**config.mk**
```make
export PLATFORM = sky130hd
export DESIGN_NAME = keypad_matrix_scanner_flat
export DESIGN_NICKNAME = d
export VERILOG_FILES = /design/src/rtl/keypad_matrix_scanner_if.sv /design/src/rtl/keypad_matrix_scanner.sv /design/src/flat_wrapper.sv
export SDC_FILE = /design/constraint.sdc
export NUM_CORES = 1
export LEC_CHECK = 0
export CAP_MARGIN = 25
export CORE_MARGIN = 3
export CORE_UTILIZATION = 58
export CTS_CLUSTER_DIAMETER = 30
export DETAILED_ROUTE_END_ITERATION = 12
export PLACE_DENSITY = 0.8
export SYNTH_ARGS = -nofsm -noshare
export SYNTH_HDL_FRONTEND = slang
export SYNTH_SLANG_ARGS = --single-unit
export TNS_END_PERCENT = 10
```
**constraint.sdc**
```tcl
create_clock -name clk_1mhz -period 4.6 [get_ports clk_1mhz]
set_clock_uncertainty 0.1 [all_clocks]
set_input_delay 0.92 -clock clk_1mhz [delete_from_list [all_inputs] [get_ports clk_1mhz]]
set_output_delay 0.92 -clock clk_1mhz [all_outputs]
set_load 0.03 [all_outputs]
```
**src/rtl/keypad_matrix_scanner_if.sv**
```systemverilog
// Key-matrix pin and key-event bundle between the board matrix, the scanner and the game FSM.
interface keypad_matrix_scanner_if;
    logic [3:0] row_in;
    logic [3:0] col_out;
    logic [3:0] key_code;
    logic       key_valid;
    logic       key_held;
    logic       key_release;

    modport master (
        input  row_in,
        output col_out, key_code, key_valid, key_held, key_release
    );

    modport slave (
        output row_in,
        input  col_out, key_code, key_valid, key_held, key_release
    );
endinterface

```
**src/rtl/keypad_matrix_scanner.sv**
```systemverilog
// 4x4 key matrix scanner: column drive, row sync, per-frame decode and press/release debounce.
// Optional KEYPAD_GHOST_REJECT_EN: frames with two or more closed keys decode as no key.
module keypad_matrix_scanner #(
    parameter int SCAN_DIV        = 1000,
    parameter int DEBOUNCE_FRAMES = 4
) (
    input  logic                    clk_1mhz,
    input  logic                    rst_n,
    keypad_matrix_scanner_if.master kp
);
    localparam int DW = (SCAN_DIV > 1) ? $clog2(SCAN_DIV) : 1;
    localparam int CW = $clog2(DEBOUNCE_FRAMES + 1);

    typedef enum logic [1:0] {IDLE, PRESS_DEB, HELD, RELEASE_DEB} state_e;

    logic [3:0]    row_s1_q, row_s2_q;
    logic [DW-1:0] div_cnt_q, div_cnt_d;
    logic [1:0]    col_idx_q, col_idx_d;
    logic [3:0]    col_out_q;
    logic [1:0]    acc_n_q;
    logic [3:0]    acc_first_q;

    state_e        state_q;
    logic [CW-1:0] deb_q, deb_inc;
    logic [3:0]    cand_q, key_code_q;
    logic          key_valid_q, key_held_q, key_release_q;

    logic       tick, frame_end;
    logic [3:0] hits;
    logic [1:0] col_n, col_row, tot_n;
    logic [2:0] sum_n;
    logic [3:0] tot_first;
    logic       fk_vld;

    assign tick      = (div_cnt_q == DW'(SCAN_DIV - 1));
    assign frame_end = tick && (col_idx_q == 2'd3);
    assign div_cnt_d = tick ? '0 : div_cnt_q + DW'(1);
    assign col_idx_d = col_idx_q + 2'd1;
    assign deb_inc   = deb_q + CW'(1);

    // Column result folded into the running frame result; first hit in scan order wins.
    always_comb begin
        hits    = ~row_s2_q;
        col_n   = 2'd0;
        col_row = 2'd0;
        for (int r = 3; r >= 0; r--) begin
            if (hits[r]) col_row = r[1:0];
        end
        for (int r = 0; r < 4; r++) begin
            if (hits[r] && col_n != 2'd2) col_n = col_n + 2'd1;
        end
        sum_n     = {1'b0, acc_n_q} + {1'b0, col_n};
        tot_n     = (sum_n >= 3'd2) ? 2'd2 : sum_n[1:0];
        tot_first = (acc_n_q == 2'd0 && col_n != 2'd0) ? {col_row, col_idx_q} : acc_first_q;
`ifdef KEYPAD_GHOST_REJECT_EN
        fk_vld    = (tot_n == 2'd1);
`else
        fk_vld    = (tot_n != 2'd0);
`endif
    end

    always_ff @(posedge clk_1mhz) begin
        if (!rst_n) begin
            row_s1_q    <= 4'b1111;
            row_s2_q    <= 4'b1111;
            div_cnt_q   <= '0;
            col_idx_q   <= 2'd0;
            col_out_q   <= 4'b1110;
            acc_n_q     <= 2'd0;
            acc_first_q <= 4'd0;
        end else begin
            row_s1_q  <= kp.row_in;
            row_s2_q  <= row_s1_q;
            div_cnt_q <= div_cnt_d;
            if (tick) begin
                col_idx_q <= col_idx_d;
                col_out_q <= ~(4'b0001 << col_idx_d);
                if (frame_end) begin
                    acc_n_q     <= 2'd0;
                    acc_first_q <= 4'd0;
                end else begin
                    acc_n_q     <= tot_n;
                    acc_first_q <= tot_first;
                end
            end
        end
    end

    always_ff @(posedge clk_1mhz) begin
        if (!rst_n) begin
            state_q       <= IDLE;
            deb_q         <= '0;
            cand_q        <= 4'd0;
            key_code_q    <= 4'd0;
            key_valid_q   <= 1'b0;
            key_held_q    <= 1'b0;
            key_release_q <= 1'b0;
        end else begin
            key_valid_q   <= 1'b0;
            key_release_q <= 1'b0;
            if (frame_end) begin
                case (state_q)
                    IDLE: begin
                        if (fk_vld) begin
                            cand_q  <= tot_first;
                            deb_q   <= CW'(1);
                            state_q <= PRESS_DEB;
                        end
                    end
                    PRESS_DEB: begin
                        if (!fk_vld) begin
                            deb_q   <= '0;
                            state_q <= IDLE;
                        end else if (tot_first == cand_q) begin
                            if (deb_inc == CW'(DEBOUNCE_FRAMES)) begin
                                deb_q       <= '0;
                                key_code_q  <= cand_q;
                                key_held_q  <= 1'b1;
                                key_valid_q <= 1'b1;
                                state_q     <= HELD;
                            end else begin
                                deb_q <= deb_inc;
                            end
                        end else begin
                            cand_q <= tot_first;
                            deb_q  <= CW'(1);
                        end
                    end
                    HELD: begin
                        if (!(fk_vld && tot_first == key_code_q)) begin
                            deb_q   <= CW'(1);
                            state_q <= RELEASE_DEB;
                        end
                    end
                    RELEASE_DEB: begin
                        // A different key here only counts toward release; it must re-qualify from IDLE.
                        if (fk_vld && tot_first == key_code_q) begin
                            deb_q   <= '0;
                            state_q <= HELD;
                        end else if (deb_inc == CW'(DEBOUNCE_FRAMES)) begin
                            deb_q         <= '0;
                            key_held_q    <= 1'b0;
                            key_release_q <= 1'b1;
                            state_q       <= IDLE;
                        end else begin
                            deb_q <= deb_inc;
                        end
                    end
                    default: state_q <= IDLE;
                endcase
            end
        end
    end

    assign kp.col_out     = col_out_q;
    assign kp.key_code    = key_code_q;
    assign kp.key_valid   = key_valid_q;
    assign kp.key_held    = key_held_q;
    assign kp.key_release = key_release_q;
endmodule

```
**src/flat_wrapper.sv**
```systemverilog
// flat-port wrapper written by rule: the top's interface ports become plain ports
module keypad_matrix_scanner_flat 
#(
    parameter int SCAN_DIV        = 1000,
    parameter int DEBOUNCE_FRAMES = 4
)
  (clk_1mhz, rst_n, kp_row_in, kp_col_out, kp_key_code, kp_key_valid, kp_key_held, kp_key_release);
  keypad_matrix_scanner_if kp_i ();
  input  logic clk_1mhz;
  input  logic rst_n;
  input wire logic [$bits(kp_i.row_in)-1:0] kp_row_in;
  output wire logic [$bits(kp_i.col_out)-1:0] kp_col_out;
  output wire logic [$bits(kp_i.key_code)-1:0] kp_key_code;
  output wire logic [$bits(kp_i.key_valid)-1:0] kp_key_valid;
  output wire logic [$bits(kp_i.key_held)-1:0] kp_key_held;
  output wire logic [$bits(kp_i.key_release)-1:0] kp_key_release;
  assign kp_i.row_in = kp_row_in;
  assign kp_col_out = kp_i.col_out;
  assign kp_key_code = kp_i.key_code;
  assign kp_key_valid = kp_i.key_valid;
  assign kp_key_held = kp_i.key_held;
  assign kp_key_release = kp_i.key_release;
  keypad_matrix_scanner #(.SCAN_DIV(SCAN_DIV), .DEBOUNCE_FRAMES(DEBOUNCE_FRAMES)) u_core (.clk_1mhz(clk_1mhz), .rst_n(rst_n), .kp(kp_i));
endmodule
```
---- Yosys cells after proc, flatten, opt, wreduce, memory -nomap -nowiden ----
Cells that the tools add are included.
word-level totals
  register bits ........................... 46
cells by class
  $add $sub $neg .......................... 7
  $lt $le $gt $ge ......................... 1
  equal/unequal tests ..................... 22
  shifts and indexed selects .............. 1
  muxes and demuxes ....................... 38
  bitwise logic cells ..................... 5
  reductions and logical operators ........ 20
operators by type and width
  cell                                                                count
  2-bit two-way mux                                                   16
  4-bit two-way mux                                                   5
  3-bit two-way mux                                                   6
  5-bit AND reduction                                                 3
  3-bit case mux with 4 select lines                                  1
  10-bit by 1-bit adder with 10-bit output (second input constant)    1
  10-bit == test (second input constant)                              1
  2-bit by 1-bit != test with 1-bit output (second input constant)    5
  2-bit != test (second input constant)                               5
  4-bit == test                                                       2
  4-bit inverter                                                      2
  2-bit case mux with 4 select lines                                  1
  4-bit case mux with 2 select lines                                  1
  2-bit nonzero test                                                  4
  1-bit two-way mux                                                   7
  7-bit AND reduction                                                 1
  2-bit by 1-bit adder with 2-bit output (second input constant)      3
  2-bit == test (second input constant)                               3
  1-bit logical AND                                                   6
  3-bit != test (second input constant)                               2
  6-bit AND reduction                                                 1
  2-bit logical NOT                                                   2
  4-bit OR reduction                                                  1
  1-bit by 2-bit left shift with 4-bit output (first input constant)  1
  12 further kinds                                                    14

---- Depth between registers and ports, before layout ----
  word-level depth ........................ 18
  gate-level depth with buffers ........... 20
  depth with buffers taken out ............ 19

---- Worst setup path after synthesis ----
OpenSTA, ideal clock, no wires.
  path type ............................... flip-flop to flip-flop
  start point ............................. register u_core.row_s2_q[0]
  end point ............................... register u_core.deb_q[2]
  setup time .............................. 0.075 ns
  data arrival time ....................... 3.631 ns
  required time ........................... 4.425 ns
  path slack .............................. 0.794 ns
  stages on the path, launching flop included .. 19
  path buffers ............................ 1
  clock period less this slack ............ 3.806 ns
  path through ............................ dfxtp_1 -> inv_1 -> ha_1 -> or2_1 -> buf_2 -> xor2_1 -> ha_1 -> nor2_1 -> xnor2_1 -> ha_1 -> inv_1 -> fa_1 -> nand2_1 -> or2_2 -> nand4_1 -> a22oi_1 -> a2111oi_0 -> o221ai_1 -> o21ai_0
between the ends
  cells in the longest elaborated chain, start to end .. 18
  elaborated cells between the ends (all ways) .. 32
RTL lines
  element                                                                          line                          RTL
  start, declared                                                                  keypad_matrix_scanner.sv:16   logic [3:0] row_s1_q, row_s2_q;
  start signal, assigned                                                           keypad_matrix_scanner.sv:73   row_s2_q <= row_s1_q;
  4-bit inverter *                                                                 keypad_matrix_scanner.sv:43   hits = ~row_s2_q;
  branches (longest 17 deep; another with 2-bit by 2-bit adder with 3-bit output)  -
  end signal, assigned                                                             keypad_matrix_scanner.sv:122  deb_q <= deb_inc;
  end signal, assigned                                                             keypad_matrix_scanner.sv:146  deb_q <= deb_inc;
  end, declared                                                                    keypad_matrix_scanner.sv:24   logic [CW-1:0] deb_q, deb_inc;
Mark *: on every way between the ends.
A chain may end at the register's enable or synchronous reset.

---- Worst setup path in the final report ----
  start point ............................. register u_core.row_s2_q[0]
  end point ............................... register u_core.state_q[0]
between the ends
  cells in the longest elaborated chain, start to end .. 18
  elaborated cells between the ends (all ways) .. 34
RTL lines
  element                                                                          line                          RTL
  4-bit inverter *                                                                 keypad_matrix_scanner.sv:43
  branches (longest 17 deep; another with 2-bit by 2-bit adder with 3-bit output)  -
  end signal, assigned                                                             keypad_matrix_scanner.sv:132  state_q <= RELEASE_DEB;
  end signal, assigned                                                             keypad_matrix_scanner.sv:139  state_q <= HELD;
  end signal, assigned                                                             keypad_matrix_scanner.sv:144  state_q <= IDLE;
  end, declared                                                                    keypad_matrix_scanner.sv:23   state_e state_q;
Marked as above.

==> results.cfg <==
[grt]
grt_pass1_vias = 1875
grt.overflow.total = 0
grt_pass1_wl_um = 8307
track_usage = 0.2128
antenna_found_initial = 0
grt_start_max_net_pins = 22

[synth]
synth_top_area_frac = 0.3919
synth-simple-area-share = 0.2226
muxShareOfSynthArea = 0.01704
synthAdderAreaFrac = 0.07242
synth_seq_cells = 46
yosys_warnings = 0
yosysTopAreaCell = dfxtp_1
synthCells = 271
synth.avg_cell_area_um2 = 8.671
syn_nets = 290
synth_edf_count = 0
synth-xor-area-share = 0.05964
ys_seq_area_frac = 0.3919
ys_types = 51
synth_flop_cell = dfxtp_1
mappedNetlistArea_um2 = 2350
synth_top_cells_by_area = dfxtp_1 (39%), ha_1 (6.4%), nor2_1 (6.2%), xnor2_1 (3.4%), nand2_1 (3.0%)
ys_async_sr_fraction = 0
synth_top_family_by_area = simple AND/OR/NAND/NOR gates
synth_compound_area_frac = 0.1954

[clocking]
cts_buffer_depth = 2
clk_latency_ns = 0.31
cts_buffers = 5
cts_setup_buffers = 0
cts-resized-gates = 0
postCtsHoldBufs = 0
cts_sinks = 46
clk_pin_slew_ns = 0.08
cts_tree = yes
clock-root-buffer = clkbuf_8
cts_htree_levels = 2

[worst_setup_path]
rr_worst_depth = 18
crit_type = flop to flop
cp-start-kind = flop
crit_slowest_cell = fa_1
critPathMaxFanout = 6
arrival_ns = 4.26
slowest_delay_ns = 0.45
r2r_slack_ns = 0.43
cp.required_ns = 4.69
r2r-end = u_core.state_q[0]
reg2reg_from = u_core.row_s2_q[0]
endpoint_kind = flop
crit_chain = inv_1 -> ha_1 -> or2_1 -> xor2_1 -> ha_1 -> nor2_1 -> xnor2_1 -> ha_1 -> inv_1 -> fa_1 -> nand2_1 -> nor2_1 -> a21oi_1 -> nand4_1 -> a22oi_1 -> a21oi_2 -> a221oi_1 -> nor2_1

[worst_hold_path]
min_path_cells = 1
hold_class = flop to flop
worstHoldStart = u_core.row_s1_q[1]
hold_path_end = u_core.row_s2_q[1]

[place]
place_congestion = 0.9485
portBuffers = 16
place_hpwl_um = 3477
dpl_cell_area_um2 = 2530

[drt]
routed_via_density = 5.781
route.met2.wl_um = 2295
highest_layer = met4
routed_wirelength_um = 4708
met3WireLength_um = 187
via_count = 1931
dr.first_iter.drc_count = 142
drcViolationCount = 0
routedWlPerCell_um = 14.10
drt-pass1-iter-count = 4
met1Wirelength_um = 2151
antenna_left = 0

[floorplanning]
die-width_um = 69.65
ios = 17
rows = 22
initial_core_util = 0.6231
die_h_um = 69.65
die_area_um2 = 4851
core-area_um2 = 3771

[sta]
worstMarginPinSlew_ns = 0.7175
period_share = 0.9057
rsz0062_at_grt = false
hold_violations = 0
maxSlewHeadroom = 0.5212
slew_viol_final = 0
fin_tns_setup_ns = 0
fmax_ghz = 0.2400
setup_viol = 0
period_needed_ns = 4.166
whs_ns = 0.3101

[power_and_ir_drop]
leakage_nw = 0.9977
p_int_mw = 0.5922
pwr-share-seq = 0.527
switching_power_mw = 0.1794
p_comb_frac = 0.089
power.density_nw_per_um2 = 292.3
pwr-share-clk = 0.384
swShare = 0.2325
ir_worst_vdd_mv = 0.2206

[layout]
final.fill_count = 307
final_area_um2 = 2640
nets = 304
fin_util = 0.7001
antenna_cells = 0
drive_gt1_frac = 0.06993
areaGrowthSynthToFinish_pct = 12.35

[outcome]
status = finished clean

[job]
max_cap_viol_count = 0
-- cells in the mapped netlist (5+ instances only) --
| master | n |
|---|---|
| dfxtp_1 | 46 |
| nor2_1 | 39 |
| nand2_1 | 19 |
| inv_1 | 13 |
| nand3_1 | 13 |
| a21oi_1 | 12 |
| ha_1 | 12 |
| nand2b_1 | 10 |
| xnor2_1 | 9 |
| o21ai_0 | 8 |
| clkbuf_1 | 7 |
| xor2_1 | 7 |
| a211oi_1 | 6 |
| a22oi_1 | 6 |
| nand4_1 | 5 |
| nor2b_1 | 5 |
| o211ai_1 | 5 |
-- worst max-delay path: cells and delay by family (launching register included) --
kind	cells	cell delay, ns
adder cells (fa/ha/maj)	4	1.06
AND/OR/NAND/NOR	6	1.01
buffers and inverters	2	0.14
flip-flops	1	0.41
XOR/XNOR	2	0.37
AO/OA/AOI/OAI	4	0.95
-- logic make-up (layout without fill, tap and decap cells) --
kind of cell,after synthesis,after routing
fa+ha+maj,13,13
buf+inv,23,38
compound gates,61,61
mux,4,4
flops,46,46
simple gates,108,108
xor+xnor,16,16
-- through the flow --
step           power [mW]  setup slack [ns]  cells
5_1_grt            0.8029           0.09044    334
6_report           0.7716            0.4339    334
2_1_floorplan      0.4706            0.7945    271
4_1_cts            0.7803            0.4380    334
3_5_place_dp       0.4842            0.4937    326
3_3_place_gp       0.4828            0.6796    326
-- layer usage --
layer,vias to the layer above,track usage
met1,895,0.2592
met3,8,0.04638
met5,-,0
met2,41,0.3591
met4,0,0.09362
li1,987,-
-- flip-flops by register name (all words and copies together) (netlist names), 2 cells and up --
signal,cells
u_core.acc_n_q,2
u_core.deb_q,3
u_core.col_idx_q,2
u_core.div_cnt_q,10
u_core.kp.col_out,4
u_core.row_s2_q,4
u_core.row_s1_q,4
u_core.state_q,2
u_core.cand_q,4
u_core.acc_first_q,4
u_core.kp.key_code,4
-- power by group through the flow --
stage / Combinational, mW / Clock (mW) / Sequential, mW
floorplan: 0.0553 / 0 / 0.415
global placement: 0.0669 / 0 / 0.416
detailed placement: 0.0681 / 0 / 0.416
CTS: 0.0686 / 0.305 / 0.407
global route: 0.0770 / 0.318 / 0.408
finish: 0.0689 / 0.296 / 0.407
-- placed cells by master, fill, tap and decap left out, drive strengths merged, types with 6 or more instances in the layout --
cell / instances
clkbuf: 6
nand2: 19
a21oi: 14
xor2: 7
o21ai: 8
clkdlybuf4s50: 16
a22oi: 6
dfxtp: 46
xnor2: 9
inv: 13
nand3: 13
ha: 12
a211oi: 7
nand2b: 10
nor2: 39
-- worst max path at each step --
stage	start	to
2_1_floorplan	u_core.row_s2_q[0]	u_core.deb_q[2]
4_1_cts	u_core.row_s2_q[0]	u_core.deb_q[2]
6_report	u_core.row_s2_q[0]	u_core.state_q[0]
3_5_place_dp	u_core.row_s2_q[0]	u_core.state_q[0]
5_1_grt	u_core.row_s2_q[0]	u_core.deb_q[2]
3_3_place_gp	u_core.row_s2_q[0]	u_core.state_q[0]
-- area by class of cell --
class,count,area [um2],area share
Multi-Input combinational cell,202,1333,0.5047
Sequential cell,46,920.9,0.3488
Timing Repair Buffer,17,167.7,0.06351
Clock buffer,6,72.57,0.02749
Tap cell,48,60.06,0.02275
Inverter,13,48.80,0.01848
Clock inverter,2,37.54,0.01422
No activity file was read; power rests on OpenSTA's default activity.
